### src/rtl/axi_read_arbiter_pkg.sv
`default_nettype none
// +--------------------------------------------------------------------+
// | axi_read_arbiter_pkg : shared AXI field types and arbitration help |
// | Revision: 1.0                                                      |
// +--------------------------------------------------------------------+
package axi_read_arbiter_pkg;

  typedef logic [31:0] axi_addr_t;

  localparam int AXI_ADDR_W = 32;
  localparam int AXI_LEN_W  = 8;
  localparam int AXI_SIZE_W = 3;
  localparam int AXI_RESP_W = 2;

  typedef enum logic [0:0] {
    AR_IDLE   = 1'b0,
    AR_LOCKED = 1'b1
  } ar_state_t;

  // First set bit of vld at or after ptr, wrapping modulo n; ptr if none set.
  function automatic int rr_pick(input logic [15:0] vld, input int ptr, input int n);
    int idx;
    rr_pick = ptr;
    for (int k = n - 1; k >= 0; k--) begin
      idx = (ptr + k) % n;
      if (vld[idx]) rr_pick = idx;
    end
  endfunction

endpackage
`default_nettype wire

### src/rtl/axi_grant_fifo.sv
`default_nettype none
// +--------------------------------------------------------------------+
// | axi_grant_fifo : in-order FIFO of requester indices per burst      |
// | Revision: 1.0                                                      |
// +--------------------------------------------------------------------+
module axi_grant_fifo #(
  parameter int DEPTH  = 8,
  parameter int DATA_W = 2
) (
  input  logic                     clock,
  input  logic                     reset,
  input  logic                     push,
  input  logic [DATA_W-1:0]        push_data,
  input  logic                     pop,
  output logic [DATA_W-1:0]        head,
  output logic                     empty,
  output logic                     full,
  output logic [$clog2(DEPTH):0]   count
);
  localparam int PTR_W = $clog2(DEPTH);
  localparam logic [PTR_W:0] c_depth = (PTR_W + 1)'(DEPTH);

  logic [DATA_W-1:0] r_mem [DEPTH];
  logic [PTR_W-1:0]  r_wr_ptr;
  logic [PTR_W-1:0]  r_rd_ptr;
  logic [PTR_W:0]    r_count;
  logic              w_push;
  logic              w_pop;

  // Full is judged on the start-of-cycle count, so a same-cycle pop never frees a slot.
  assign w_push = push && (r_count != c_depth);
  assign w_pop  = pop && (r_count != '0);

  assign head  = r_mem[r_rd_ptr];
  assign empty = (r_count == '0);
  assign full  = (r_count == c_depth);
  assign count = r_count;

  always_ff @(posedge clock) begin
    if (reset) begin
      r_wr_ptr <= '0;
      r_rd_ptr <= '0;
      r_count  <= '0;
    end else begin
      if (w_push) begin
        r_mem[r_wr_ptr] <= push_data;
        r_wr_ptr        <= r_wr_ptr + PTR_W'(1);
      end
      if (w_pop) begin
        r_rd_ptr <= r_rd_ptr + PTR_W'(1);
      end
      case ({w_push, w_pop})
        2'b10:   r_count <= r_count + (PTR_W + 1)'(1);
        2'b01:   r_count <= r_count - (PTR_W + 1)'(1);
        default: r_count <= r_count;
      endcase
    end
  end

endmodule
`default_nettype wire

### src/rtl/axi_read_arbiter.sv
`default_nettype none
// +--------------------------------------------------------------------+
// | axi_read_arbiter : round-robin N:1 AXI read arbiter, in-order R    |
// | Revision: 1.0                                                      |
// +--------------------------------------------------------------------+
module axi_read_arbiter
  import axi_read_arbiter_pkg::*;
#(
  parameter int NUM_REQ         = 4,
  parameter int WIDTH           = 64,
  parameter int MAX_OUTSTANDING = 8
) (
  input  logic                          clock,
  input  logic                          reset,
  input  logic [NUM_REQ-1:0]            s_arvalid,
  input  logic [NUM_REQ*AXI_ADDR_W-1:0] s_araddr,
  input  logic [NUM_REQ*AXI_LEN_W-1:0]  s_arlen,
  input  logic [NUM_REQ*AXI_SIZE_W-1:0] s_arsize,
  output logic [NUM_REQ-1:0]            s_arready,
  output logic [NUM_REQ-1:0]            s_rvalid,
  output logic [WIDTH-1:0]              s_rdata,
  output logic [AXI_RESP_W-1:0]         s_rresp,
  output logic                          s_rlast,
  input  logic [NUM_REQ-1:0]            s_rready,
  output logic                          m_arvalid,
  output logic [AXI_ADDR_W-1:0]         m_araddr,
  output logic [AXI_LEN_W-1:0]          m_arlen,
  output logic [AXI_SIZE_W-1:0]         m_arsize,
  input  logic                          m_arready,
  input  logic                          m_rvalid,
  input  logic [WIDTH-1:0]              m_rdata,
  input  logic [AXI_RESP_W-1:0]         m_rresp,
  input  logic                          m_rlast,
  output logic                          m_rready
);
  localparam int IDX_W = $clog2(NUM_REQ);
  localparam int CNT_W = $clog2(MAX_OUTSTANDING) + 1;
  localparam logic [CNT_W-1:0] c_cnt_max  = CNT_W'(MAX_OUTSTANDING);
  localparam logic [IDX_W-1:0] c_last_idx = IDX_W'(NUM_REQ - 1);

  if (WIDTH < 8 || WIDTH > 1024 || (WIDTH & (WIDTH - 1)) != 0) begin : g_bad_width
    $fatal(1, "axi_read_arbiter: WIDTH must be a power of two in 8..1024");
  end
  if (NUM_REQ < 2 || NUM_REQ > 16) begin : g_bad_num_req
    $fatal(1, "axi_read_arbiter: NUM_REQ must be in 2..16");
  end
  if (MAX_OUTSTANDING < 2 || (MAX_OUTSTANDING & (MAX_OUTSTANDING - 1)) != 0) begin : g_bad_depth
    $fatal(1, "axi_read_arbiter: MAX_OUTSTANDING must be a power of two >= 2");
  end

  ar_state_t        r_state;
  logic [IDX_W-1:0] r_rr_ptr;
  logic [IDX_W-1:0] r_lock_idx;
  logic             r_rst_q;

  logic             w_live;
  logic [IDX_W-1:0] w_rr_idx;
  logic [IDX_W-1:0] w_grant;
  logic [IDX_W-1:0] w_head;
  logic             w_fifo_empty;
  logic             w_fifo_full;
  logic [CNT_W-1:0] w_count;
  logic             w_ar_fire;
  logic             w_pop;
  axi_addr_t        w_addr;

  function automatic logic [IDX_W-1:0] next_idx(input logic [IDX_W-1:0] idx);
    return (idx == c_last_idx) ? '0 : idx + IDX_W'(1);
  endfunction

  // Handshake outputs stay quiet during reset and for one cycle after it.
  assign w_live   = !reset && !r_rst_q;
  assign w_rr_idx = IDX_W'(rr_pick(16'(s_arvalid), int'(r_rr_ptr), NUM_REQ));
  assign w_grant  = (r_state == AR_LOCKED) ? r_lock_idx : w_rr_idx;

  assign m_arvalid = w_live && ((r_state == AR_LOCKED) ? s_arvalid[r_lock_idx]
                                                       : (|s_arvalid && !w_fifo_full));
  assign w_addr    = s_araddr[w_grant*AXI_ADDR_W +: AXI_ADDR_W];
  assign m_araddr  = w_addr;
  assign m_arlen   = s_arlen[w_grant*AXI_LEN_W +: AXI_LEN_W];
  assign m_arsize  = s_arsize[w_grant*AXI_SIZE_W +: AXI_SIZE_W];
  assign w_ar_fire = m_arvalid && m_arready;
  assign s_arready = w_ar_fire ? (NUM_REQ'(1) << w_grant) : '0;

  assign s_rvalid = (w_live && m_rvalid && !w_fifo_empty) ? (NUM_REQ'(1) << w_head) : '0;
  assign m_rready = w_live && !w_fifo_empty && s_rready[w_head];
  assign w_pop    = m_rvalid && m_rready && m_rlast;
  assign s_rdata  = m_rdata;
  assign s_rresp  = m_rresp;
  assign s_rlast  = m_rlast;

  axi_grant_fifo #(
    .DEPTH  (MAX_OUTSTANDING),
    .DATA_W (IDX_W)
  ) u_grant_fifo (
    .clock     (clock),
    .reset     (reset),
    .push      (w_ar_fire),
    .push_data (w_grant),
    .pop       (w_pop),
    .head      (w_head),
    .empty     (w_fifo_empty),
    .full      (w_fifo_full),
    .count     (w_count)
  );

  always_ff @(posedge clock) begin
    if (reset) begin
      r_state    <= AR_IDLE;
      r_rr_ptr   <= '0;
      r_lock_idx <= '0;
      r_rst_q    <= 1'b1;
    end else begin
      r_rst_q <= 1'b0;
      case (r_state)
        AR_IDLE: begin
          if (m_arvalid) begin
            if (m_arready) begin
              r_rr_ptr <= next_idx(w_rr_idx);
            end else begin
              r_lock_idx <= w_rr_idx;
              r_state    <= AR_LOCKED;
            end
          end
        end
        AR_LOCKED: begin
          if (w_ar_fire) begin
            r_rr_ptr <= next_idx(r_lock_idx);
            r_state  <= AR_IDLE;
          end
        end
        default: r_state <= AR_IDLE;
      endcase
    end
  end

  a_quiet_in_reset: assert property (@(posedge clock) reset |-> (s_arready == '0 && s_rvalid == '0))
    else $error("handshake output asserted during reset");
  a_arready_onehot: assert property (@(posedge clock) $onehot0(s_arready))
    else $error("multiple s_arready");
  a_rvalid_onehot: assert property (@(posedge clock) $onehot0(s_rvalid))
    else $error("multiple s_rvalid");
  a_count_bound: assert property (@(posedge clock) disable iff (reset) w_count <= c_cnt_max)
    else $error("grant FIFO count overflow");
  a_lock_not_full: assert property (@(posedge clock) disable iff (reset)
                                    (r_state == AR_LOCKED) |-> !w_fifo_full)
    else $error("locked with full grant FIFO");
  a_r_orphan: assert property (@(posedge clock) disable iff (reset) !(m_rvalid && w_fifo_empty))
    else $error("R beat with no outstanding AR");

endmodule
`default_nettype wire

### config.mk
export PLATFORM = sky130hd
export DESIGN_NAME = axi_read_arbiter
export DESIGN_NICKNAME = d
export VERILOG_FILES = /design/src/rtl/axi_read_arbiter_pkg.sv /design/src/rtl/axi_grant_fifo.sv /design/src/rtl/axi_read_arbiter.sv
export SDC_FILE = /design/constraint.sdc
export NUM_CORES = 1
export LEC_CHECK = 0
export CAP_MARGIN = 10
export CORE_AREA = 8 8 138 140
export DETAILED_ROUTE_END_ITERATION = 10
export DIE_AREA = 0 0 146 148
export PLACE_DENSITY = 0.73
export RECOVER_POWER = 50
export SLEW_MARGIN = 20
export SYNTH_ARGS = -nofsm -noshare
export SYNTH_HDL_FRONTEND = slang
export SYNTH_SLANG_ARGS = --single-unit
### constraint.sdc
create_clock -name clock -period 3.8 [get_ports clock]
set_input_delay 0.76 -clock clock [delete_from_list [all_inputs] [get_ports clock]]
set_output_delay 0.76 -clock clock [all_outputs]
set_load 0.02 [all_outputs]
# Word level (Yosys, flattened, before mapping)
# Memory sizes are Yosys's and may differ from the RTL's. A register that Yosys moved wholly into a read port is not among the register bits.
# Cells that the tools add are included.
[totals]
register_bits = 16
ramBits = 16
inputBits = 251
mem_count = 1
[mem_list]
columns = ["memory", "words", "word_bits", "rd", "rd_ports_with_merged_regs", "wr", "line_no", "rtl"]
rows = [
  ["u_grant_fifo.r_mem", 8, 2, 1, 1, 1, "axi_grant_fifo.sv:23", "logic [DATA_W-1:0] r_mem [DEPTH];"],
]
[classes]
n_addsub = 9
multipliers = 1
magnitude_cmp = 6
n_eq_ne = 9
n_shift = 5
muxes = 40
bitwise = 5
n_reduce_logical = 25
[op_table]
columns = ["op", "n"]
rows = [
  ["$shiftx A128 B8 Y32", 1],
  ["$shiftx A32 B6 Y8", 1],
  ["$mux W2", 10],
  ["$lt A3 B6 Y1 const B", 3],
  ["$mux W1", 17],
  ["$logic_and A1 B1 Y1", 12],
  ["$shiftx A12 B5 Y3", 1],
  ["$bmux W1 S3", 3],
  ["$mux W4", 2],
  ["$pmux W4 S2", 1],
  ["$shl A1 B2 Y4 const A", 2],
  ["$add A2 B1 Y2 const B", 3],
  ["$add A3 B1 Y3 const B", 2],
  ["$bmux W1 S2", 3],
  ["$eq A2 B2 Y1 const B", 3],
  ["$lt A2 B3 Y1 const B", 2],
  ["$mux W3", 2],
  ["$reduce_and A3 Y1", 2],
  ["$reduce_or A2 Y1", 3],
  ["$lt A2 B5 Y1 const B", 1],
  ["$add A2 B2 Y2 const B", 2],
  ["$add A4 B1 Y4 const B", 1],
  ["$eq A4 B4 Y1 const B", 1],
  ["$logic_not A1 Y1", 4],
  ["other kinds (14)", 18],
]

# Logic depth before layout (Yosys ltp)
# Gate-level depths: netlist (run 1).
[logic_depth]
word_depth = 15
depth_mapped = 13
mapped_depth_nobuf = 12

# Hierarchy
# From an unflattened synthesis (run 1), not the netlist that was laid out.
[unflattened]
hier_cells = 381
area_unflattened_um2 = 3718.6
[by_module_without_submodules]
columns = ["module", "instances", "cells_per_inst", "area_each_um2", "seq_area_each_um2"]
rows = [
  ["axi_read_arbiter", 1, 284, 2476.1, 120.1],
  ["axi_grant_fifo", 1, 97, 1242.4, 740.7],
]

# Worst setup path after synthesis (run 1)
# No wires, ideal clock.
[synth_path]
path_kind = "input port to output port"
startpoint = "in s_arvalid[1]"
endpoint = "out m_araddr[0]"
t_arrival_ns = 2.452
t_required_ns = 3.040
setup_slack_ns = 0.588
stages = 6
n_path_buf = 1
cell_sequence = "nand2b_1 > a21oi_1 > a211oi_2 > mux2i_4 > buf_2 > mux4_2"
[synth_via]
elab_chain_len = 9
[synth_rtl]
columns = ["element", "line_no", "rtl"]
rows = [
  ["start: declaration", "axi_read_arbiter.sv:15", "input logic [NUM_REQ-1:0] s_arvalid,"],
  ["$bmux W1 S3", "axi_read_arbiter_pkg.sv:26", "if (vld[idx]) rr_pick = idx;"],
  ["$mux W1 (not written as such) (2 in series)", "axi_read_arbiter_pkg.sv:26", ""],
  ["$mux W2 (3 in series)", "axi_read_arbiter_pkg.sv:26", ""],
  ["$mux W2 *", "axi_read_arbiter_pkg.sv:26", ""],
  ["named net w_rr_idx[0]", "axi_read_arbiter.sv:57", "logic [IDX_W-1:0] w_rr_idx;"],
  ["$mux W2 *", "axi_read_arbiter.sv:74", "assign w_grant = (r_state == AR_LOCKED) ? r_lock_idx : w_rr_idx;"],
  ["$shiftx A128 B8 Y32 *", "axi_read_arbiter.sv:78", "assign w_addr = s_araddr[w_grant*AXI_ADDR_W +: AXI_ADDR_W];"],
  ["end: declaration", "axi_read_arbiter.sv:26", "output logic [AXI_ADDR_W-1:0] m_araddr,"],
]
# Mark *: on every way through the listed nets, which the timed path passes. The rest lies on a longest branch. The select of a mux whose other input is x is not followed.

# Final worst setup path (run 1)
[layout_path]
startpoint = "in s_arvalid[2]"
endpoint = "out m_araddr[4]"
# The elaborated chain is that of the path after synthesis.

==> results.cfg, run 1 <==
[power_and_ir_drop]
ir_worst_vdd_mv = 0.158
powerDensity_nw_per_um2 = 264
power_mw = 1.57
p_leak_nw = 2.30

[detailed_routing]
drt_wl_total_microns = 17800
drc = 0
first_pass_iters = 4
drt-initial-drc-count = 210
route.detailed.wl_per_inst_microns = 25.3
via_count = 3229
vias_per_cell = 4.59
drtAntennaViolNets = 0

[timing]
fin_setup_tns_ns = 0
finClkSkew_ns = 0.00569
worstMarginPinSlew_ns = 0.497
rsz0062_at_grt = no
maxSlewHeadroom_pct = 66.4
final_hold_viol_count = 0
finalCritPeriodShare_pct = 97.4
slew_viol_final = 0
period_needed_ns = 3.70
fmax_mhz = 270
worst_slack_ns = 0.0996
final-setup-viol-count = 0

[min_path]
holdCritPathClass = reg -> reg
whs_path_depth = 2

[floorplanning]
start_util_pct = 20.0
die_x_microns = 146
die_area_sq_um = 21600
rows = 48
die_h_microns = 148
num_io_pins = 371
core_area_sq_um = 16900

[place]
post-place-ws_ns = -0.401
hpwl_microns = 15500
placed_cells = 690
port-buffer-count = 238
place_congestion = 1.05

[cells_and_area]
num_antenna_cells = 0
final_cells = 703
layout.cells.most_common = clkdlybuf4s50_1
area_growth_syn_to_layout_pct = 75.5
nets = 735
drive_above_1_share_pct = 23.4
multi_input_area_sq_um = 1910
fillers = 1664
mostFrequentLayoutCells = clkdlybuf4s50_1 (186), mux4_2 (46), buf_4 (21), dlygate4sd2_1 (20), dfxtp_1 (18)
seqCellArea_sq_um = 862

[synthesis]
synth_edf_count = 16
yosys.area.top_type_share_pct = 30.7
ys_async_sr_fraction_pct = 0
syn_nets = 547
yosysSeqAreaShare_pct = 25.5
synth_largest_area_cell = mux4_2
synth_area_sq_um = 3380
ys_types = 45
synth-main-ff-cell = dfxtp_1
synthTopCellsByArea = mux4_2 (31%), buf_4 (15%), edfxtp_1 (14%), dfxtp_1 (11%), mux2i_1 (2.7%)
ys_warn_count = 0
ys_seq_elements = 35
synth_cells = 289
syn_area_per_cell_sq_um = 11.7

[critical_path]
critPathKind = in -> out
worstPathArrival_ns = 2.94
path_max_fanout = 11
end_kind = output port
crit_required_ns = 3.04
r2r_cells = 12
start_kind = input pin
r2r_slack_ns = 0.27

[global_routing]
antenna_found_initial = 2
grt-ovfl-total = 0
grt_max_degree = 33
grt_pass1_vias = 3631
grt_pass1_wl_microns = 25200
grt_usage_pct = 15.6

[cts]
htreeDepth = 2
clk-insertion-delay-late_ns = 0.27
clock_path_buffers = 2
clkSinkCount = 35
cts_made_buffers = 5
cts_tree = done
root_buffer = clkbuf_16
cts_hold_buf = 0
cts.reportedPaths.clkPinSlew_ns = 0.05

[flow_run]
max_cap_viol_count = 0

[outcome]
outcome = finished, final reports clean
[cell usage after synthesis, drive strengths merged, types with 3 or more instances]
cell type,number
buf,80
nor3,12
inv,11
nor2,14
mux2i,10
xor2,3
nand2b,3
ha,7
mux4,48
a21oi,10
edfxtp,16
or3,3
nand2,9
mux2,6
dfxtp,19
o21ai,4
nor3b,4
[final timing paths]
check / from / endpoint
worst max register to register: flip-flop / u_grant_fifo.count[2]
worst min-delay path: u_grant_fifo.count[3] / u_grant_fifo.count[3]
worst min register to register: u_grant_fifo.count[3] / u_grant_fifo.count[3]
worst max-delay path: s_arvalid[2] / m_araddr[4]
[where the power goes]
group          internal, mW  total [mW]  switching (mW)
Combinational         0.461       0.778           0.317
Clock                 0.239       0.376           0.137
Sequential            0.403       0.411         0.00812
Total                  1.10        1.56           0.462
[timing repair]
action                                  CTS  global route
pin swaps                                 1             1
hold endpoints to repair                  0             0
endpoints found under the setup margin   43            26
buffers inserted                          2             1
cloned                                    2             0
resized for setup                        72            13
[layer usage]
layer	vias to the layer above	share of wire [%]	GRT usage (%)
met5	-	0.11	0
met4	4	0.92	2.52
met3	18	10	6.88
met2	191	51	27.3
met1	1596	37	17.5
li1	1420	-	-
[metrics by stage]
step                instance area (sq um)  hold slack [ns]  utilization [%]
finish                               5930            0.512             35.0
global placement                     5680            0.463             33.5
global route                         5930            0.538             35.0
detailed placement                   5680            0.497             33.5
floorplan                            3380            0.453                -
CTS                                  5920            0.506             34.9
[kinds of logic after synthesis]
group,share of synthesized area (%)
adders and majority gates,2.59
DFF,25.5
buffers and inverters,18.1
muxes,37.9
xor gates and xnor gates,0.778
AOI/OAI and AO/OA,5.29
and+or+nand+nor,9.85
[area by class of cell]
cell class                      count  share of cell area (%)
Timing Repair Buffer              263                    45.4
Multi-Input combinational cell    161                    32.3
Sequential cell                    35                    14.5
Tap cell                          225                    4.75
Clock buffer                        6                    2.17
Inverter                           11                   0.696
Clock inverter                      2                   0.148
[worst max-delay path: stages]
cell and delay (ns):
dlygate4sd2_1 0.28, o311a_1 0.36, a211oi_2 0.25, mux2i_4 0.12
buf_12 0.16, buf_16 0.15, mux4_2 0.49, dlygate4sd2_1 0.36
No activity file was read; power rests on OpenSTA's default activity.
==> inputs of run 2 (changes only) <==
CORE_AREA = 8 8 139 141   (was 8 8 138 140)
DIE_AREA = 0 0 147 149   (was 0 0 146 148)
PLACE_DENSITY = 0.75   (was 0.73)
SYNTH_HIERARCHICAL = 1   (was unset)
==> run 2 against run 1 <==
  * Combinational power down 2%
  * Worst setup slack worse by 0.014 ns
  * Sequential share of layout area down 0.79 points
  * Count of clock-buffer cells in the layout up 1
  * Sequential cell count unchanged
  * Highest routed layer is now met4
==> results.cfg, run 2 <==
[detailed_routing]
wl_met3_microns = 1500
via_count = 3465
dr.max_layer_used = met4
first_pass_iters = 4
wl_met1_microns = 5030
route.detailed.wl_per_inst_microns = 17.3
vias_per_cell = 4.29
drtAntennaViolNets = 0
dr_wl_met2_microns = 7270
drt_wl_total_microns = 13900
drc = 0
drt-initial-drc-count = 78

[power_and_ir_drop]
ir_worst_vdd_mv = 0.150
p_sw_share_pct = 30.7
power_mw = 1.54
p_leak_nw = 2.40
clkPwrFrac_pct = 24.2
power_frac_comb_pct = 49.2
powerDensity_nw_per_um2 = 246
pwr-share-seq_pct = 26.6
p_switching_uw = 474
power.internal_mw = 1.07

[place]
hpwl_microns = 12100
port-buffer-count = 238
placed_cell_area_sq_um = 6080
post-place-ws_ns = -0.230
place_congestion = 0.766

[critical_path]
end_kind = output port
start_kind = input pin
critPathKind = in -> out
r2r_cells = 12
path_max_fanout = 18
crit_required_ns = 3.04
worstPathArrival_ns = 2.95

[synthesis]
ys_types = 42
synth_edf_count = 16
ys_seq_elements = 35
yosysSeqAreaShare_pct = 23.1
synth_cells = 381
synth.most_common_cell = mux2i_1
synth_common_cells = mux2i_1 (133), buf_4 (74), nor2_1 (24)
synth_largest_area_cell = mux2i_1
ys_warn_count = 6
yosys.area.top_type_share_pct = 35.8
synth-main-ff-cell = dfxtp_1
synth_area_sq_um = 3720
synthTopCellsByArea = mux2i_1 (36%), buf_4 (15%), edfxtp_1 (13%), dfxtp_1 (10%), mux4_2 (3.6%)
syn_nets = 639
ys_async_sr_fraction_pct = 0
syn_area_per_cell_sq_um = 9.76

[min_path]
holdCritPathClass = reg -> reg
whs_path_depth = 2

[cts]
cts_hold_buf = 0
clk-insertion-delay-late_ns = 0.27
cts_tree = done
cts_made_buffers = 5
htreeDepth = 2
root_buffer = clkbuf_16
clkSinkCount = 35
clock_path_buffers = 2
cts.reportedPaths.clkPinSlew_ns = 0.05

[flow_run]
max_cap_viol_count = 0

[timing]
maxSlewHeadroom_pct = 66.5
period_needed_ns = 3.71
final_hold_viol_count = 0
finalCritPeriodShare_pct = 97.7
slew_viol_final = 0
finClkSkew_ns = 0.00496
fmax_mhz = 269
rsz0062_at_grt = yes
worstMarginPinSlew_ns = 0.502
worst_slack_ns = 0.0859
finalHoldWorstSlack_ns = 0.502
final-setup-viol-count = 0

[cells_and_area]
nets = 840
num_antenna_cells = 0
drive_above_1_share_pct = 13.2
fillers = 1753
final_area_sq_um = 6270
area_growth_syn_to_layout_pct = 68.6
layout.cells.most_common = clkdlybuf4s50_1
mostFrequentLayoutCells = clkdlybuf4s50_1 (189), mux2i_1 (129), buf_4 (31), dlygate4sd2_1 (29), nor2_1 (24)

[floorplanning]
die_x_microns = 147
num_io_pins = 371
start_util_pct = 21.8
rows = 48
die_area_sq_um = 21900
die_h_microns = 149
core_area_sq_um = 17100

[outcome]
outcome = finished, final reports clean

[global_routing]
grt-ovfl-total = 0
antenna_found_initial = 0
grt_max_degree = 25
grt_pass1_wl_microns = 20900
grt_pass1_vias = 3895
grt_usage_pct = 12.0
[run 2: cell types whose count changed in the layout (fill, tap and decap cells not counted), moves of 4 or more]
cell / change
dlymetal6s2s_1: -8
mux4_2: -40
buf_4: +10
clkdlybuf4s15_2: -12
dlygate4sd2_1: +9
clkdlybuf4s15_1: +7
clkbuf_2: +4
nor2_1: +10
mux2i_1: +121
[run 2: timing repair]
action                     CTS  global route
gates resized for setup     52            27
setup endpoints to repair   43            29
buffers inserted             1             6
gates cloned                 1             0
pin swaps                    1             1
[run 2: cell type report]
class	instances	area [sq um]	share of cell area, %
Multi-Input combinational cell	253	2230	35.6
Clock buffer	7	133	2.12
Timing Repair Buffer	279	2730	43.5
Sequential cell	35	862	13.7
Clock inverter	1	5.00	0.0798
Tap cell	225	282	4.49
Inverter	8	30.0	0.479
[run 2: power groups by stage]
stage / logic, mW / clock network, mW / registers (mW)
5_1_grt: 0.818 / 0.399 / 0.411
6_report: 0.761 / 0.374 / 0.410
3_5_place_dp: 0.794 / 0 / 0.417
2_1_floorplan: 0.455 / 0 / 0.413
3_3_place_gp: 0.791 / 0 / 0.417
4_1_cts: 0.762 / 0.382 / 0.410
[run 2: per-layer routing]
metal	vias to the layer above	track usage (%)
li1	1717	-
met1	1581	12.0
met2	156	22.3
met3	11	5.92
met4	0	2.14
met5	-	0
[run 2: metrics by stage]
step / cells / util (%) / TNS [ns]
final: 808 / 36.8 / 0
after global routing: 808 / 36.8 / -0.0283
after CTS: 802 / 36.5 / 0
after detailed placement: 792 / 35.7 / -7.00
after global placement: 792 / 35.7 / -5.20
after floorplan: 381 / - / 0
[run 2: logic make-up (layout without fill, tap and decap cells)]
logic type,after synthesis,in the layout,share of synthesized area [%]
buffers and inverters,93,295,17.7
adders and majority gates,7,7,2.56
and+or+nand+nor,72,72,9.96
AOI/OAI and AO/OA,27,27,5.11
xor gates and xnor gates,5,5,1.18
DFF,35,35,23.1
muxes,142,142,40.3
[run 2: worst paths after layout]
check / slack (ns) / startpoint / to
min: 0.50 / u_grant_fifo/r_wr_ptr[0] / u_grant_fifo/r_wr_ptr[0]
max: 0.09 / s_arvalid[1] / m_araddr[27]
max reg2reg: 0.27 / flip-flop / u_grant_fifo/count[3]
min reg2reg: 0.50 / u_grant_fifo/r_wr_ptr[0] / u_grant_fifo/r_wr_ptr[0]
[run 2: critical path, stage by stage]
cell	delay (ns)
clkdlybuf4s50_1	0.44
o21ai_1	0.15
a221oi_1	0.09
buf_4	0.16
o31ai_4	0.33
buf_4	0.19
buf_12	0.17
mux2i_1	0.22
mux2i_1	0.09
dlygate4sd2_1	0.33
